[src/rtl/i2c_burst_master.sv]
// Single-master I2C engine: one start pulse runs start, address, sub-address,
// N-byte write or repeated-start N-byte read, then stop. SDA is open-drain via SDA_oe.
module i2c_burst_master #(
    parameter int CLK_DIV   = 250,
    parameter int MAX_BYTES = 16,
    parameter int CNT_W     = $clog2(MAX_BYTES + 1),
    parameter bit AUTO_INC  = 1'b1
) (
    input  logic             sys_clk,
    input  logic             sys_rstn,
    input  logic             PCControl,
    input  logic [6:0]       SlaveAddress,
    input  logic [6:0]       SubAddress,
    input  logic             ReadWrite,
    input  logic [CNT_W-1:0] ByteCount,
    input  logic [7:0]       WrData,
    output logic             WrReady,
    output logic [7:0]       RdData,
    output logic             RdValid,
    output logic             Busy,
    output logic             Done,
    output logic             Error,
    output logic             SCL,
    output logic             SDA_oe,
    input  logic             SDA_i,
    output logic [7:0]       State
);

    typedef enum logic [3:0] {
        S_IDLE, S_START, S_ADDR_W, S_ACK_A, S_SUB, S_ACK_S, S_WDATA, S_ACK_W,
        S_RSTART, S_ADDR_R, S_ACK_R, S_RDATA, S_MACK, S_STOP, S_DONE
    } state_t;

    state_t           state_q, state_d;
    logic             pc_q;
    logic [9:0]       div_q;
    logic [1:0]       qtr_q;
    logic [2:0]       bit_q;
    logic [7:0]       tx_q, rx_q, rd_data_q;
    logic             rd_valid_q, err_q, nack_q;
    logic [CNT_W-1:0] rem_q, n_clamp;
    logic [6:0]       sa_q, sub_q;
    logic             rw_q, ai_q;
    logic             scl_d, oe_d;

    logic active, tick, bit_end, byte_end, sample, in_byte, is_ack, start_acc;

    assign active    = (state_q != S_IDLE) && (state_q != S_DONE);
    assign tick      = (div_q == 10'(CLK_DIV - 1));
    assign bit_end   = tick && (qtr_q == 2'd3);
    assign byte_end  = bit_end && (bit_q == 3'd7);
    assign sample    = (qtr_q == 2'd3) && (div_q == 10'd0);
    assign in_byte   = state_q inside {S_ADDR_W, S_SUB, S_WDATA, S_ADDR_R, S_RDATA};
    assign is_ack    = state_q inside {S_ACK_A, S_ACK_S, S_ACK_W, S_ACK_R};
    assign start_acc = (state_q == S_IDLE) && PCControl && !pc_q;

    always_comb begin
        n_clamp = ByteCount;
        if (ByteCount > CNT_W'(MAX_BYTES)) n_clamp = CNT_W'(MAX_BYTES);
        if (ReadWrite && (n_clamp == '0))  n_clamp = CNT_W'(1);
    end

    assign WrReady = (state_q == S_WDATA) && (bit_q == 3'd0) && (qtr_q == 2'd0) && (div_q == 10'd0);
    assign Busy    = active;
    assign Done    = (state_q == S_DONE);
    assign Error   = err_q;
    assign RdData  = rd_data_q;
    assign RdValid = rd_valid_q;
    assign SCL     = scl_d;
    assign SDA_oe  = oe_d;
    assign State   = {4'd0, state_q};

    always_ff @(posedge sys_clk or negedge sys_rstn) begin
        if (!sys_rstn) state_q <= S_IDLE;
        else           state_q <= state_d;
    end

    always_comb begin
        state_d = state_q;
        scl_d   = 1'b1;
        oe_d    = 1'b0;
        case (state_q)
            S_IDLE:   if (start_acc) state_d = S_START;
            S_START:  if (bit_end) state_d = S_ADDR_W;
            S_ADDR_W: if (byte_end) state_d = S_ACK_A;
            S_ACK_A:  if (bit_end) state_d = nack_q ? S_STOP : S_SUB;
            S_SUB:    if (byte_end) state_d = S_ACK_S;
            S_ACK_S:  if (bit_end) begin
                          if (nack_q)             state_d = S_STOP;
                          else if (rw_q)          state_d = S_RSTART;
                          else if (rem_q == '0)   state_d = S_STOP;
                          else                    state_d = S_WDATA;
                      end
            S_WDATA:  if (byte_end) state_d = S_ACK_W;
            S_ACK_W:  if (bit_end) state_d = (nack_q || rem_q == CNT_W'(1)) ? S_STOP : S_WDATA;
            S_RSTART: if (bit_end) state_d = S_ADDR_R;
            S_ADDR_R: if (byte_end) state_d = S_ACK_R;
            S_ACK_R:  if (bit_end) state_d = nack_q ? S_STOP : S_RDATA;
            S_RDATA:  if (byte_end) state_d = S_MACK;
            S_MACK:   if (bit_end) state_d = (rem_q == CNT_W'(1)) ? S_STOP : S_RDATA;
            S_STOP:   if (bit_end) state_d = S_DONE;
            S_DONE:   state_d = S_IDLE;
            default:  state_d = S_IDLE;
        endcase

        case (state_q)
            S_START: oe_d = qtr_q[1];
            // SCL dips low in q0 so releasing SDA after the ACK slot is not seen as a stop
            S_RSTART: begin scl_d = (qtr_q != 2'd0); oe_d = qtr_q[1]; end
            S_STOP:   begin scl_d = (qtr_q != 2'd0); oe_d = (qtr_q != 2'd3); end
            S_ADDR_W, S_SUB, S_ADDR_R: begin scl_d = qtr_q[1]; oe_d = ~tx_q[7]; end
            S_WDATA: begin scl_d = qtr_q[1]; oe_d = WrReady ? ~WrData[7] : ~tx_q[7]; end
            S_MACK:  begin scl_d = qtr_q[1]; oe_d = (rem_q != CNT_W'(1)); end
            S_ACK_A, S_ACK_S, S_ACK_W, S_ACK_R, S_RDATA: scl_d = qtr_q[1];
            default: ;
        endcase
    end

    always_ff @(posedge sys_clk or negedge sys_rstn) begin
        if (!sys_rstn) begin
            pc_q <= 1'b0; div_q <= '0; qtr_q <= '0; bit_q <= '0;
            tx_q <= '0; rx_q <= '0; rd_data_q <= '0; rd_valid_q <= 1'b0;
            err_q <= 1'b0; nack_q <= 1'b0; rem_q <= '0;
            sa_q <= '0; sub_q <= '0; rw_q <= 1'b0; ai_q <= 1'b0;
        end else begin
            pc_q       <= PCControl;
            rd_valid_q <= 1'b0;
            if (!active) begin
                div_q <= '0; qtr_q <= '0; bit_q <= '0;
            end else begin
                div_q <= tick ? 10'd0 : div_q + 10'd1;
                if (tick)    qtr_q <= qtr_q + 2'd1;
                if (bit_end) bit_q <= in_byte ? bit_q + 3'd1 : 3'd0;
            end
            if (start_acc) begin
                sa_q  <= SlaveAddress;
                sub_q <= SubAddress;
                rw_q  <= ReadWrite;
                rem_q <= n_clamp;
                ai_q  <= AUTO_INC && (n_clamp > CNT_W'(1));
                err_q <= 1'b0;
            end
            if (sample) nack_q <= SDA_i;
            if (bit_end && is_ack && nack_q) err_q <= 1'b1;
            if (bit_end && (state_q == S_ACK_W || state_q == S_MACK)) rem_q <= rem_q - CNT_W'(1);

            if (state_d != state_q && state_d == S_ADDR_W)      tx_q <= {sa_q, 1'b0};
            else if (state_d != state_q && state_d == S_SUB)    tx_q <= {ai_q, sub_q};
            else if (state_d != state_q && state_d == S_ADDR_R) tx_q <= {sa_q, 1'b1};
            else if (WrReady)                                   tx_q <= WrData;
            else if (bit_end && in_byte)                        tx_q <= {tx_q[6:0], 1'b0};

            if (sample && state_q == S_RDATA) begin
                rx_q <= {rx_q[6:0], SDA_i};
                if (bit_q == 3'd7) begin
                    rd_data_q  <= {rx_q[6:0], SDA_i};
                    rd_valid_q <= 1'b1;
                end
            end
        end
    end

endmodule

[config.mk]
export PLATFORM = sky130hd
export DESIGN_NAME = i2c_burst_master
export DESIGN_NICKNAME = d
export VERILOG_FILES = /design/src/rtl/i2c_burst_master.sv
export SDC_FILE = /design/constraint.sdc
export NUM_CORES = 1
export LEC_CHECK = 0
export BUFFER_PORTS_ARGS = -buffer_cell sky130_fd_sc_hd__clkbuf_2
export CORE_MARGIN = 3
export CORE_UTILIZATION = 45
export CTS_BUF_LIST = sky130_fd_sc_hd__clkbuf_8
export DETAILED_ROUTE_END_ITERATION = 6
export PLACE_DENSITY_LB_ADDON = 0.15
export SLEW_MARGIN = 20
export SYNTH_ARGS = -nofsm -noshare
export SYNTH_HDL_FRONTEND = slang
export SYNTH_SLANG_ARGS = --single-unit
[constraint.sdc]
create_clock -name sys_clk -period 9 [get_ports sys_clk]
set_clock_uncertainty 0.1 [all_clocks]
set_input_delay 0.9 -clock sys_clk [delete_from_list [all_inputs] [get_ports sys_clk]]
set_output_delay 0.9 -clock sys_clk [all_outputs]
set_load 0.05 [all_outputs]
== Word-level counts from Yosys, hierarchy flattened ==
Cells that the tools add are included.
Operators by class
  $add $sub $neg: 4
  order comparisons: 2
  eq/ne operators: 27
  multiplexer cells: 45
  bitwise gates (word level): 2
  reduce and logical (&&, ||, !) cells: 39
Operators with widths (number)
  two-way mux 4 bit: 19
  one-hot mux 4 bit (14 select lines): 1
  two-way mux 8 bit: 5
  == test 4 bit (second input constant): 8
  == test 4 x 3 -> 1 bit (second input constant): 5
  two-way mux 10 bit: 2
  two-way mux 5 bit: 4
  logical AND 1 bit: 18
  two-way mux 3 bit: 5
  == test 4 x 2 -> 1 bit (second input constant): 3
  adder 10 x 1 -> 10 bit (second input constant): 1
  == test 10 x 8 -> 1 bit (second input constant): 1
  logical NOT 10 bit: 1
  logical NOT 5 bit: 2
  nonzero test 5 bit: 2
  OR reduction 10 bit: 1
  nonzero test 4 bit: 2
  nonzero test 2 bit: 3
  == test 5 x 1 -> 1 bit (second input constant): 1
  > comparator 5 x 1 -> 1 bit (second input constant): 1
  > comparator 5 bit (second input constant): 1
  two-way mux 1 bit: 5
  != test 5 x 1 -> 1 bit (second input constant): 1
  one-hot mux 1 bit (5 select lines): 1
  other kinds (21): 26
Word-level totals
  register bits: 67
  input bits: 32
  output and inout bits: 23

== Logic depth before layout (Yosys ltp) ==
  word-level depth: 11
  mapped depth: 12
  mapped depth without buffers: 10

== Least setup slack after synthesis ==
Ideal clock, no wire load.
  path kind: flip-flop to output port
  start point: register state_q[0]
  end point: output SDA_oe
  arrival time: 3.485 ns
  required time: 8.000 ns
  slack: 4.515 ns
  cell stages (with the launch flop): 8
  path buffers: 2
  path through: dfrtp_1 -> buf_4 -> inv_1 -> nand2_1 -> nor4_1 -> buf_4 -> o21ai_0 -> o32ai_1
Between the ends
  longest elaborated chain between the ends: 6
  elaborated cells on any way between the ends: 15
RTL lines
  start, declared: line 34  | state_t state_q, state_d;
  start signal, assigned: line 75  | else state_q <= state_d;
  == test 4 x 3 -> 1 bit: line 63  | assign WrReady = (state_q == S_WDATA) && (bit_q == 3'd0) && (qtr_q == 2'd0) && (div_q == 10'd0);
  logical AND 1 bit (3 in a row): line 63
  named net WrReady: line 17  | output logic WrReady,
  two-way mux 1 bit: line 112  | S_WDATA: begin scl_d = qtr_q[1]; oe_d = WrReady ? ~WrData[7] : ~tx_q[7]; end
  one-hot mux 1 bit (5 select lines): line 106  | case (state_q)
  end, declared: line 24  | output logic SDA_oe,
The timed path passes the listed nets, and every way through them passes these cells.

== Worst setup path in the final report ==
  start point: register qtr_q[1]
  end point: register tx_q[5]
Between the ends
  longest elaborated chain between the ends: 10
  elaborated cells on any way between the ends: 33
RTL lines
  start, declared: line 37  | logic [1:0] qtr_q;
  start signal, assigned: line 132  | if (tick) qtr_q <= qtr_q + 2'd1;
  == test 2 bit (*): line 50  | assign bit_end = tick && (qtr_q == 2'd3);
  logical AND 1 bit (*): line 50
  logical AND 1 bit: line 51  | assign byte_end = bit_end && (bit_q == 3'd7);
  two-way mux 4 bit (on tied branches)
  one-hot mux 4 bit (14 select lines) (*): line 82  | case (state_q)
  named net state_d[0]: line 34
  != test 4 bit / == test 4 bit (equally long branches): line 147, 148, 149
  logical AND 1 bit: line 149  | else if (state_d != state_q && state_d == S_ADDR_R) tx_q <= {sa_q, 1'b1};
  two-way mux 8 bit: line 149
  two-way mux 8 bit: line 148  | else if (state_d != state_q && state_d == S_SUB) tx_q <= {ai_q, sub_q};
  two-way mux 8 bit: line 147  | if (state_d != state_q && state_d == S_ADDR_W) tx_q <= {sa_q, 1'b0};
  end signal, assigned: line 147
  end signal, assigned: line 148
  end signal, assigned: line 149
  end, declared: line 39  | logic [7:0] tx_q, rx_q, rd_data_q;
The timed path passes the listed nets; every way through them passes the cells marked *.
A chain may end at the register's enable or synchronous reset.

==> out/results.tsv <==
metric	value	unit
combinational family with the most area after synthesis	simple AND/OR/NAND/NOR gates	
Synth Area in Compound Gates	11.1	%
data required time at the worst endpoint	9.13	ns
maximum fanout along the worst path	14	
count of input and output buffers	50	
final setup vio count	0	
slack of the critical path	4.93	ns
Post-DP HPWL	6130	um
PostCTS Resize Cnt	0	
power spent charging and discharging nets	0.000140	W
worst hold path startpoint	sa_q[5]	
antenna-violating nets left	0	
First-pass DRT Iterations	4	
number of vias after detailed routing	3096	
multi-input gate area in the final layout	1970	um^2
number of clock sinks	67	
Place WS	4.95	ns
Crit Reg-Reg Endpoint	tx_q[5]	
area of the core	7970	um^2
CP Class	reg2reg	
worst hold path type	reg2reg	
fin. max-slew vios	0	
# H-tree levels	3	
endpoint arrival time on the critical path	4.20	ns
total leakage power	2.03	nW
top cell family by delay on the critical path	simple AND/OR/NAND/NOR gates	
total track usage	19.3	%
die outline width	98.1	um
count of non-filler cells in the finished layout	564	
area fraction in and, or, nand and nor cells after synthesis	22.5	%
aggregate negative setup slack	0	ns
clock slew at the register clock pins of the worst setup and hold paths	0.08	ns
switching part of the total	23.2	%
final layout net count	500	
power per unit of standard cell area	140	nW/um^2
detailed-route vias per instance	5.49	
maximum buffer depth of the clock tree	2	
setup repair after global routing missed its margin	no	
initial standard-cell utilization of the core	47.9	%
CP Launch Type	flip-flop	
synthesized flop and latch total	67	
CTS tree	yes	
Int Pwr	0.000465	W
final critical delay including setup and external delays	4.07	ns
wire length of the first global-routing pass	15200	um
multiplexer share of the synthesized area	11.3	%
routed length per instance	15.4	um
die height	98.1	um
setup slack of the most critical reg-to-reg path	4.93	ns
area of the mapped netlist	3820	um^2
maximum resistive drop on vdd	0.0000751	V
run status	complete, no violations	
violation count after the first detailed-route iteration	281	
measured slew at the worst slew-check pin	0.971	ns
total number of yosys warnings	0	
antenna violations before repair	0	
total buffers and inverters traversed by the critical path	0	
achievable frequency	246	MHz
fraction of registers with async set/reset	100	%
origin of the critical flop-to-flop path	qtr_q[1]	
adder and majority cell fraction of the synthesized area	3.61	%
predominant post-synthesis flop cell	sky130_fd_sc_hd__dfrtp_1	
layout-stage area growth over the synthesis result	13.5	%
aggregate global routing overflow	0	
leading cell type in the layout, fill and taps excluded	sky130_fd_sc_hd__nand2_1	
Reg power frac	49.9	%
instance count of the mapped netlist	415	
mean area per synthesized cell	9.20	um^2
vias in the first global route	3126	
drt drc	0	
proportion of power drawn by the clock network	47.1	%
Routed WL	8670	um
clock network latency to the later pin of the worst-skew pair	0.35	ns
TritonCTS buffer count	9	
part of the total power dissipated in combinational logic	3.0	%
area share of xor/xnor cells in the synthesized design	2.52	%
Final Hold Vio Count	0	
Hold Buf Count CTS	0	
buffers inserted during post-CTS setup optimization	0	
critical path depth in cells	9	
max-capacitance violation count	0	
Final GP Congestion	0.894	
fraction of the yosys area taken by sequential cells	43.9	%
FP Rows	32	
Hold Slack	0.374	ns
Worst path most repeated cell	sky130_fd_sc_hd__or4b_4	
number of placed instances with taps included	548	
kind of end point of the critical path	flip-flop	
Slew Limit Headroom	34.8	%
share of cells above drive strength 1	22.5	%
Hold Path Sink	sa_q[5]	
peak per-stage delay on the critical path	0.62	ns
number of enable-type register cells in the synthesized netlist	0	
register cell area after layout	1680	um^2
critical path, cell by cell	ha_1 -> or4b_4 -> or3_1 -> nand4_1 -> a31oi_1 -> or4b_4 -> nor4_4 -> mux2_1 -> mux2_2	
most frequent cells in the layout	sky130_fd_sc_hd__nand2_1 (73), sky130_fd_sc_hd__dfrtp_1 (67), sky130_fd_sc_hd__clkbuf_2 (49)	
worst hold path depth	2	
Slowest cell on crit path	sky130_fd_sc_hd__nor4_4	
Fill cells	770	
number of library cell types mapped by synthesis	57	
post-route fraction of the period consumed by the critical path	45.2	%
cell depth of the worst flop-to-flop path	9	
largest net degree at the start of global routing	68	
die area	9620	um^2
I/O pin total	55	
n_diodes	0	
Post-Route Utilization	54.4	%
clock root buffer	sky130_fd_sc_hd__clkbuf_8	
[worst max path at each step]
stage / slack, ns / end / start
2_1_floorplan: 4.51 / SDA_oe / state_q[0]
5_1_grt: 4.73 / tx_q[6] / qtr_q[1]
3_3_place_gp: 5.04 / tx_q[6] / qtr_q[1]
3_5_place_dp: 4.95 / tx_q[4] / qtr_q[1]
6_report: 4.93 / tx_q[5] / qtr_q[1]
4_1_cts: 4.91 / tx_q[5] / qtr_q[1]
[layer usage]
metal	track usage, %	wire length [um]
met1	26.6	3990
met2	30.5	4100
met3	3.64	445
met4	6.50	124
met5	0	0
[tightest hold or removal path: cells and delay by family, from the launching register on]
family        cells  cell delay (ns)
flops             1             0.34
simple gates      2             0.10
[synth_stat cells (all sizes together) (4+ instances only)]
library cell | number | share of area, %
nor2 | 43 | 4.2
ha | 11 | 3.6
mux2 | 32 | 9.4
buf | 9 | 1.7
nand2 | 73 | 7.2
dfrtp | 67 | 44
inv | 17 | 1.7
or4b | 4 | 1.2
mux2i | 7 | 1.8
nor4 | 6 | 1.4
nand2b | 7 | 1.1
xnor2 | 5 | 1.1
a31oi | 6 | 0.98
a211oi | 5 | 0.98
o22ai | 4 | 0.66
clkbuf | 15 | 1.5
a21oi | 14 | 1.8
xor2 | 6 | 1.4
nand3 | 7 | 0.92
nor3 | 13 | 1.7
o21ai | 19 | 2.5
[area by class of cell]
cell class	count	share of cell area, %
sequential	67	38.7
multi-input combinational	309	45.5
inverter	18	1.56
clock inverter	7	2.28
timing repair buffer	52	6.12
clock buffer	9	2.86
tap	102	2.95
[registers in the layout (all words and copies together), names as in the netlist, 2 cells and up]
register / cells
RdData: 8
bit_q: 3
div_q: 10
qtr_q: 2
rem_q: 5
rx_q: 7
sa_q: 7
state_q: 4
sub_q: 7
tx_q: 8
[stage by stage]
stage | power (W) | instance area [um^2]
2_1_floorplan | 0.000314 | 3830
3_3_place_gp | 0.000327 | 4110
3_5_place_dp | 0.000327 | 4110
4_1_cts | 0.000612 | 4330
5_1_grt | 0.000628 | 4330
6_report | 0.000605 | 4330
[cells by family after synthesis]
logic type               after synthesis
XOR/XNOR                              11
other                                  1
multiplexers                          39
buffers and inverters                 42
AND/OR/NAND/NOR                      178
flip-flops                            67
adder cells (fa/ha/maj)               11
AO/OA/AOI/OAI                         66
[power by group through the flow]
stage               Sequential, W  Combinational [W]  Clock, W
floorplan                0.000307         0.00000710         0
global placement         0.000308          0.0000189         0
detailed placement       0.000308          0.0000190         0
CTS                      0.000302          0.0000190  0.000291
global route             0.000302          0.0000209  0.000305
finish                   0.000302          0.0000183  0.000285
Power figures use the tool's default switching activity.
